`src/rtl/shift_register_pkg.sv`:
```
// shift_register_pkg
// Shared definitions for the serial shift-register chain and its loader.
//   CHAIN_LEN      : number of stages in the serial chain; also the default
//                    frame width of the loader.
//   loader_state_t : loader FSM state encoding (IDLE, SHIFT, GAP).
package shift_register_pkg;

    localparam int CHAIN_LEN = 124;

    typedef enum logic [1:0] {
        IDLE  = 2'd0,
        SHIFT = 2'd1,
        GAP   = 2'd2
    } loader_state_t;

endpackage

```
`src/rtl/shift_register_loader_if.sv`:
```
// shift_register_loader_if
// Bundles the parallel load handshake and the serial output side of the loader.
//   load_data    : parallel frame word, bit 0 is transmitted first
//   load_valid   : load_data is valid
//   load_ready   : loader can accept a word this cycle
//   serial_out   : registered serial bit towards the chain's data_in
//   frame_active : serial_out currently presents a frame bit
//   frame_done   : one-cycle pulse coincident with the last frame bit
// Handshake: a word transfers on every rising edge where load_valid and
// load_ready are both high. The source must hold load_data stable while
// load_valid is high and no transfer has happened; load_ready never depends
// on load_valid.
// master = frame source, slave = loader.
interface shift_register_loader_if
    import shift_register_pkg::*;
#(
    parameter int WIDTH = CHAIN_LEN
);
    logic [WIDTH-1:0] load_data;
    logic             load_valid;
    logic             load_ready;
    logic             serial_out;
    logic             frame_active;
    logic             frame_done;

    modport master (
        output load_data,
        output load_valid,
        input  load_ready,
        input  serial_out,
        input  frame_active,
        input  frame_done
    );

    modport slave (
        input  load_data,
        input  load_valid,
        output load_ready,
        output serial_out,
        output frame_active,
        output frame_done
    );
endinterface

```
`src/rtl/shift_register_loader.sv`:
```
// shift_register_loader
// Parallel-to-serial transmitter feeding the serial shift-register chain.
// Accepts one WIDTH-bit word per handshake and shifts it out LSB first, one
// bit per clock, optionally followed by GAP_CYCLES idle cycles.
//   clk       : clock, rising edge
//   reset     : asynchronous, active-high; discards any in-flight frame
//   bus       : slave side of shift_register_loader_if (load handshake and
//               serial_out / frame_active / frame_done)
//   state_dbg : current FSM state, for observation only
module shift_register_loader
    import shift_register_pkg::*;
#(
    parameter int   WIDTH      = CHAIN_LEN,
    parameter int   GAP_CYCLES = 0,
    parameter logic IDLE_LEVEL = 1'b0
) (
    input  logic                    clk,
    input  logic                    reset,
    shift_register_loader_if.slave  bus,
    output loader_state_t           state_dbg
);

    localparam int CNT_W = $clog2(WIDTH);
    localparam int GAP_W = (GAP_CYCLES > 1) ? $clog2(GAP_CYCLES) : 1;
    localparam logic [CNT_W-1:0] BIT_LAST = CNT_W'(WIDTH - 1);
    localparam logic [GAP_W-1:0] GAP_LAST = GAP_W'((GAP_CYCLES > 0) ? GAP_CYCLES - 1 : 0);

    loader_state_t    state_q,   state_d;
    logic [WIDTH-1:0] shift_q,   shift_d;
    logic [CNT_W-1:0] bit_cnt_q, bit_cnt_d;
    logic [GAP_W-1:0] gap_cnt_q, gap_cnt_d;
    logic             active_q,  active_d;
    logic             done_q,    done_d;

    logic last_bit;
    logic load_ready;
    logic accept;

    assign last_bit   = (state_q == SHIFT) && (bit_cnt_q == BIT_LAST);
    // Ready comes from state alone: idle, or the final bit of a frame when
    // frames may stream back to back.
    assign load_ready = (state_q == IDLE) || ((GAP_CYCLES == 0) && last_bit);
    assign accept     = bus.load_valid && load_ready;

    always_comb begin
        state_d   = state_q;
        shift_d   = shift_q;
        bit_cnt_d = bit_cnt_q;
        gap_cnt_d = gap_cnt_q;
        case (state_q)
            IDLE: begin
                if (accept) begin
                    shift_d   = bus.load_data;
                    bit_cnt_d = '0;
                    state_d   = SHIFT;
                end
            end
            SHIFT: begin
                if (accept) begin
                    shift_d   = bus.load_data;
                    bit_cnt_d = '0;
                end else begin
                    // After WIDTH shifts the register holds only IDLE_LEVEL,
                    // so shift_q[0] doubles as the idle/gap line level.
                    shift_d = {IDLE_LEVEL, shift_q[WIDTH-1:1]};
                    if (last_bit) begin
                        bit_cnt_d = '0;
                        if (GAP_CYCLES > 0) begin
                            state_d   = GAP;
                            gap_cnt_d = '0;
                        end else begin
                            state_d = IDLE;
                        end
                    end else begin
                        bit_cnt_d = bit_cnt_q + CNT_W'(1);
                    end
                end
            end
            GAP: begin
                if (gap_cnt_q == GAP_LAST) begin
                    state_d   = IDLE;
                    gap_cnt_d = '0;
                end else begin
                    gap_cnt_d = gap_cnt_q + GAP_W'(1);
                end
            end
            default: begin
                state_d = IDLE;
            end
        endcase
        // Flags are registered from next-state values so they line up with
        // the bit that shift_q[0] presents in the same cycle.
        active_d = (state_d == SHIFT);
        done_d   = (state_d == SHIFT) && (bit_cnt_d == BIT_LAST);
    end

    always_ff @(posedge clk or posedge reset) begin
        if (reset) begin
            state_q   <= IDLE;
            shift_q   <= {WIDTH{IDLE_LEVEL}};
            bit_cnt_q <= '0;
            gap_cnt_q <= '0;
            active_q  <= 1'b0;
            done_q    <= 1'b0;
        end else begin
            state_q   <= state_d;
            shift_q   <= shift_d;
            bit_cnt_q <= bit_cnt_d;
            gap_cnt_q <= gap_cnt_d;
            active_q  <= active_d;
            done_q    <= done_d;
        end
    end

    assign bus.load_ready   = load_ready;
    assign bus.serial_out   = shift_q[0];
    assign bus.frame_active = active_q;
    assign bus.frame_done   = done_q;
    assign state_dbg        = state_q;

endmodule
```
`src/flat_wrapper.sv`:
```
// flat-port wrapper written by rule: the top's interface ports become plain ports
module shift_register_loader_flat import shift_register_pkg::*;
#(
    parameter int   WIDTH      = CHAIN_LEN,
    parameter int   GAP_CYCLES = 0,
    parameter logic IDLE_LEVEL = 1'b0
)
  (clk, reset, state_dbg, bus_load_data, bus_load_valid, bus_load_ready, bus_serial_out, bus_frame_active, bus_frame_done);
  shift_register_loader_if #(.WIDTH(WIDTH)) bus_i ();
  input  logic clk;
  input  logic reset;
  output loader_state_t state_dbg;
  input wire logic [$bits(bus_i.load_data)-1:0] bus_load_data;
  input wire logic [$bits(bus_i.load_valid)-1:0] bus_load_valid;
  output wire logic [$bits(bus_i.load_ready)-1:0] bus_load_ready;
  output wire logic [$bits(bus_i.serial_out)-1:0] bus_serial_out;
  output wire logic [$bits(bus_i.frame_active)-1:0] bus_frame_active;
  output wire logic [$bits(bus_i.frame_done)-1:0] bus_frame_done;
  assign bus_i.load_data = bus_load_data;
  assign bus_i.load_valid = bus_load_valid;
  assign bus_load_ready = bus_i.load_ready;
  assign bus_serial_out = bus_i.serial_out;
  assign bus_frame_active = bus_i.frame_active;
  assign bus_frame_done = bus_i.frame_done;
  shift_register_loader #(.WIDTH(WIDTH), .GAP_CYCLES(GAP_CYCLES), .IDLE_LEVEL(IDLE_LEVEL)) u_core (.clk(clk), .reset(reset), .bus(bus_i), .state_dbg(state_dbg));
endmodule
```
`config.mk`:
```
export PLATFORM = sky130hd
export DESIGN_NAME = shift_register_loader_flat
export DESIGN_NICKNAME = d
export VERILOG_FILES = /design/src/rtl/shift_register_pkg.sv /design/src/rtl/shift_register_loader_if.sv /design/src/rtl/shift_register_loader.sv /design/src/flat_wrapper.sv
export SDC_FILE = /design/constraint.sdc
export NUM_CORES = 1
export LEC_CHECK = 0
export BUFFER_PORTS_ARGS = -buffer_cell sky130_fd_sc_hd__buf_2
export CORE_ASPECT_RATIO = 1.4
export CORE_MARGIN = 8
export CORE_UTILIZATION = 49
export DETAILED_ROUTE_END_ITERATION = 10
export PLACE_DENSITY = 0.86
export SLEW_MARGIN = 10
export SYNTH_ARGS = -nofsm -noshare
export SYNTH_HDL_FRONTEND = slang
export SYNTH_SLANG_ARGS = --single-unit
```
`constraint.sdc`:
```
create_clock -name clk -period 4.4 [get_ports clk]
set_input_delay 0.88 -clock clk [delete_from_list [all_inputs] [get_ports clk]]
set_output_delay 0.88 -clock clk [all_outputs]
set_load 0.05 [all_outputs]
```
Word level (Yosys, flattened, before mapping)
Cells that the tools add are included.
- $add $sub $neg: 2
- multipliers: 0
- divide/modulo/power cells: 0
- magnitude comparators: 0
- eq/ne operators: 6
- shift operators: 0
- muxes and demuxes: 13
- bitwise gates (word level): 0
- reductions and logical operators: 7
- operators by type and width (operator ; count):
    124-bit two-way mux ; 2
    124-bit one-hot mux with 2 select lines ; 1
    7-bit two-way mux ; 3
    7-bit equality test (second input constant) ; 2
    7-bit one-hot mux with 2 select lines ; 1
    2-bit two-way mux ; 4
    7-bit by 1-bit adder with 7-bit output (second input constant) ; 1
    2-bit one-hot mux with 3 select lines ; 1
    2-bit by 1-bit equality test with 1-bit output (second input constant) ; 2
    1-bit logical AND ; 3
    2-bit equality test (second input constant) ; 1
    2-bit zero test ; 1
    2-bit by 1-bit inequality test with 1-bit output (second input constant) ; 1
    2-bit AND reduction ; 1
    2-bit nonzero test ; 1
    1-bit adder (second input constant) ; 1
    1-bit logical OR ; 1
    1-bit two-way mux ; 1
- register bits after elaboration: 136
- latch bits: 0
- RAM bits: 0
- memory bits (read-only): 0
- output and inout port bits: 6
- word-level logic and storage cells: 34
- memories: 0

Logic depth before layout (Yosys ltp)
- word-level depth: 8
- gate-level depth with buffers: 8
- gate-level depth less buffers: 5

Worst setup path before layout
Ideal clock, no wire load.
- path type: reg-to-output
- from: register u_core.bit_cnt_q[0]
- to: output bus_load_ready
- arrival: 1659 ps
- setup slack: 1861 ps
- stages on the path, launching flop included: 6
- path buffers: 1
- path through: dfrtp_1 -> ha_1 -> and4_1 -> buf_4 -> a21oi_1 -> nor2_1
- longest elaborated chain between the ends: 3
- ends and longest elaborated chain (item ; RTL line ; source):
    from (decl) ; shift_register_loader.sv:30 ; logic [CNT_W-1:0] bit_cnt_q, bit_cnt_d;
    from (signal assigned) ; shift_register_loader.sv:108 ; bit_cnt_q <= bit_cnt_d;
    7-bit equality test ; shift_register_loader.sv:39 ; assign last_bit = (state_q == SHIFT) && (bit_cnt_q == BIT_LAST);
    1-bit logical AND ; shift_register_loader.sv:39 ;
    1-bit logical OR ; shift_register_loader.sv:42 ; assign load_ready = (state_q == IDLE) || ((GAP_CYCLES == 0) && last_bit);
    to (decl) ; flat_wrapper.sv:15 ; output wire logic [$bits(bus_i.load_ready)-1:0] bus_load_ready;
Every way passes these cells.

Worst setup path in the final report
Same ends and word-level chain as after synthesis.

==> results.json <==
{
  "slew_violations": 0,
  "nNetsFinal": 723,
  "root_buffer": "clkbuf_16",
  "required_ps": 3520,
  "place.gp.congestion": 0.779,
  "final_util_pct": 60.9,
  "post_cts_buffers": 0,
  "rows": 48,
  "hold_start": "u_core.shift_q[123]",
  "clk_pin_slew_ps": 60,
  "design.die.area_sq_um": 16600,
  "critPathCaptureType": "output pin",
  "cts_tree": "built",
  "cp.arrival_ps": 2060,
  "rrSetupSlack_ps": 1790,
  "p_int_uw": 2820,
  "drt_iter0_drc": 282,
  "htreeDepth": 4,
  "ys_async_sr_fraction_pct": 100,
  "start_kind": "register",
  "power.leakage_uw": 0.00325,
  "die_h_microns": 149,
  "rsz0062_at_grt": "false",
  "regToRegStartpoint": "u_core.bit_cnt_q[0]",
  "cts_resized": 0,
  "placed_area_sq_um": 6870,
  "yosys_register_bits": 135,
  "grt_max_degree": 154,
  "path_max_fanout": 6,
  "mappedNetlistArea_sq_um": 6210,
  "synth-warning-count": 0,
  "synth_common_cells": "dfrtp_1 (135), a221o_1 (124), nor3b_1 (124)",
  "setup-tns-final_ps": 0,
  "drive_gt1_share_pct": 28.9,
  "cts.sinks": 135,
  "yosys.area.top_type": "dfrtp_1",
  "p_seq_share_pct": 43.6,
  "crit_type": "reg2out",
  "antenna_found_initial": 0,
  "syn_nets": 622,
  "setup_viol": 0,
  "wl_per_cell_microns": 18.7,
  "synthCells": 494,
  "hold_path.class": "reg2reg",
  "io_pins": 133,
  "finClkSkew_ps": 12.5,
  "fmax_mhz": 340,
  "grt_usage_pct": 16.9,
  "min_path_cells": 2,
  "synthFlopType": "dfrtp_1",
  "core_area_sq_um": 12400,
  "synth.area.top_cells": "dfrtp_1 (54%), a221o_1 (20%), nor3b_1 (15%)",
  "status": "finished clean",
  "fp.dieW_microns": 111,
  "ff2ff_path_depth": 6,
  "grt_pass1_vias": 4811,
  "yosysMostFrequentCell": "dfrtp_1",
  "final.period_utilization_pct": 66.8,
  "drt_first_pass_iters": 4,
  "num_vias": 4617,
  "tightest_slew_ps": 984,
  "final_area_sq_um": 7530,
  "routed_wirelength_microns": 14200,
  "switching_share_pct": 25.0,
  "synth.distinct_cells": 33,
  "clk_latency_ps": 410,
  "power.total_uw": 3760,
  "power_frac_clock_pct": 42.2,
  "grt_pass1_wl_microns": 23300,
  "hold_violations": 0,
  "cts_hold_buf": 0,
  "drt-vias-per-instance": 6.09,
  "area_growth_pct": 21.3,
  "ir_worst_vdd_uv": 258,
  "drc": 0,
  "cap_violations": 0,
  "syn_area_per_cell_sq_um": 12.6,
  "ys_seq_area_share_pct": 54.4,
  "io_buffers": 132,
  "net-switching-power_uw": 938,
  "slew_headroom_pct": 34.2,
  "start_util_pct": 50.2,
  "place_hpwl_microns": 8850,
  "grt_overflow": 0,
  "r2r_end": "u_core.shift_q[75]",
  "worstHoldEndpoint": "u_core.shift_q[123]",
  "powerDensity_nw_per_um2": 498,
  "antenna_cells_inserted": 0,
  "finalCriticalPeriod_ps": 2940,
  "ant_nets": 0,
  "synth_edf_count": 0,
  "yosysTopAreaCellShare_pct": 54.4,
  "cts_buffer_depth": 2,
  "cts_made_buffers": 17,
  "p_comb_share_pct": 14.2
}
sequential cells by signal (all words and copies together) (netlist names):
signal	count
u_core.bus.frame_active	1
u_core.bit_cnt_q	7
u_core.bus.frame_done	1
u_core.state_dbg	2
u_core.shift_q	124
per-stage QoR:
step | hold slack [ps] | setup WS (ps) | instances
5_1_grt | 521 | 1350 | 758
2_1_floorplan | 450 | 1840 | 494
4_1_cts | 502 | 1470 | 758
6_report | 502 | 1460 | 758
3_3_place_gp | 462 | 1730 | 726
3_5_place_dp | 489 | 1660 | 726
logic make-up after synthesis:
| kind of cell | count (synthesis) | share of synthesized area [%] |
|---|---|---|
| xor+xnor | 1 | 0.141 |
| other cells | 1 | 0.0604 |
| simple gates | 151 | 17.2 |
| compound gates | 141 | 22.5 |
| buf+inv | 63 | 5.36 |
| flops | 135 | 54.4 |
| mux | 1 | 0.181 |
| fa+ha+maj | 1 | 0.201 |
power groups by stage:
stage / clock network (uW) / logic, uW / registers (uW)
floorplan: 0 / 406 / 1610
global placement: 0 / 509 / 1640
detailed placement: 0 / 533 / 1640
CTS: 1610 / 539 / 1630
global route: 1670 / 590 / 1660
finish: 1590 / 533 / 1640
per-layer routing:
layer / up-vias / share of wire (%) / GRT usage [%]
met2: 114 / 48 / 26.9
met3: 22 / 4.3 / 4.55
met4: 0 / 2.3 / 8.09
met1: 2303 / 45 / 20.9
li1: 2178 / - / -
met5: - / 0 / 0
worst max-delay path, cell delays in order (launching register included):
cell and delay [ps]:
dfrtp_1 430, ha_1 260, and4_1 380, a21oi_1 200, nor2_1 120, buf_2 270
worst max path at each step:
stage	from	end	slack (ps)	cells past startpoint
after floorplan	reset	u_core.bit_cnt_q[0]	1840	1
after global placement	bus_load_valid	u_core.shift_q[105]	1730	5
after detailed placement	bus_load_valid	u_core.shift_q[102]	1660	5
after CTS	u_core.bit_cnt_q[0]	bus_load_ready	1470	5
after global routing	u_core.bit_cnt_q[0]	bus_load_ready	1350	5
final	u_core.bit_cnt_q[0]	bus_load_ready	1460	5
layout by cell type (no fill, tap or decap), types with 2 or more instances in the layout:
cell type,netlist,final
clkinv_2,0,3
o2bb2ai_1,3,3
nor2b_1,3,3
buf_2,14,132
a21o_1,2,2
nand2_1,9,9
clkbuf_8,0,3
a22o_1,2,2
a21oi_1,2,2
dfrtp_1,135,135
buf_4,11,2
clkbuf_16,0,17
clkinvlp_4,0,3
nor2_1,7,7
o31ai_1,2,2
buf_12,0,5
bufinv_16,0,5
nor3b_1,124,124
inv_1,6,5
nand3_1,2,2
clkinv_4,0,2
a221o_1,124,124
final cells by class:
type / instances / area, sq um
Clock buffer: 20 / 467
Clock inverter: 12 / 198
Fill cell: 974 / 4840
Inverter: 6 / 26.3
Multi-Input combinational cell: 296 / 2500
Sequential cell: 135 / 3380
Tap cell: 150 / 188
Timing Repair Buffer: 139 / 776
(Power assumes the default switching activity.)
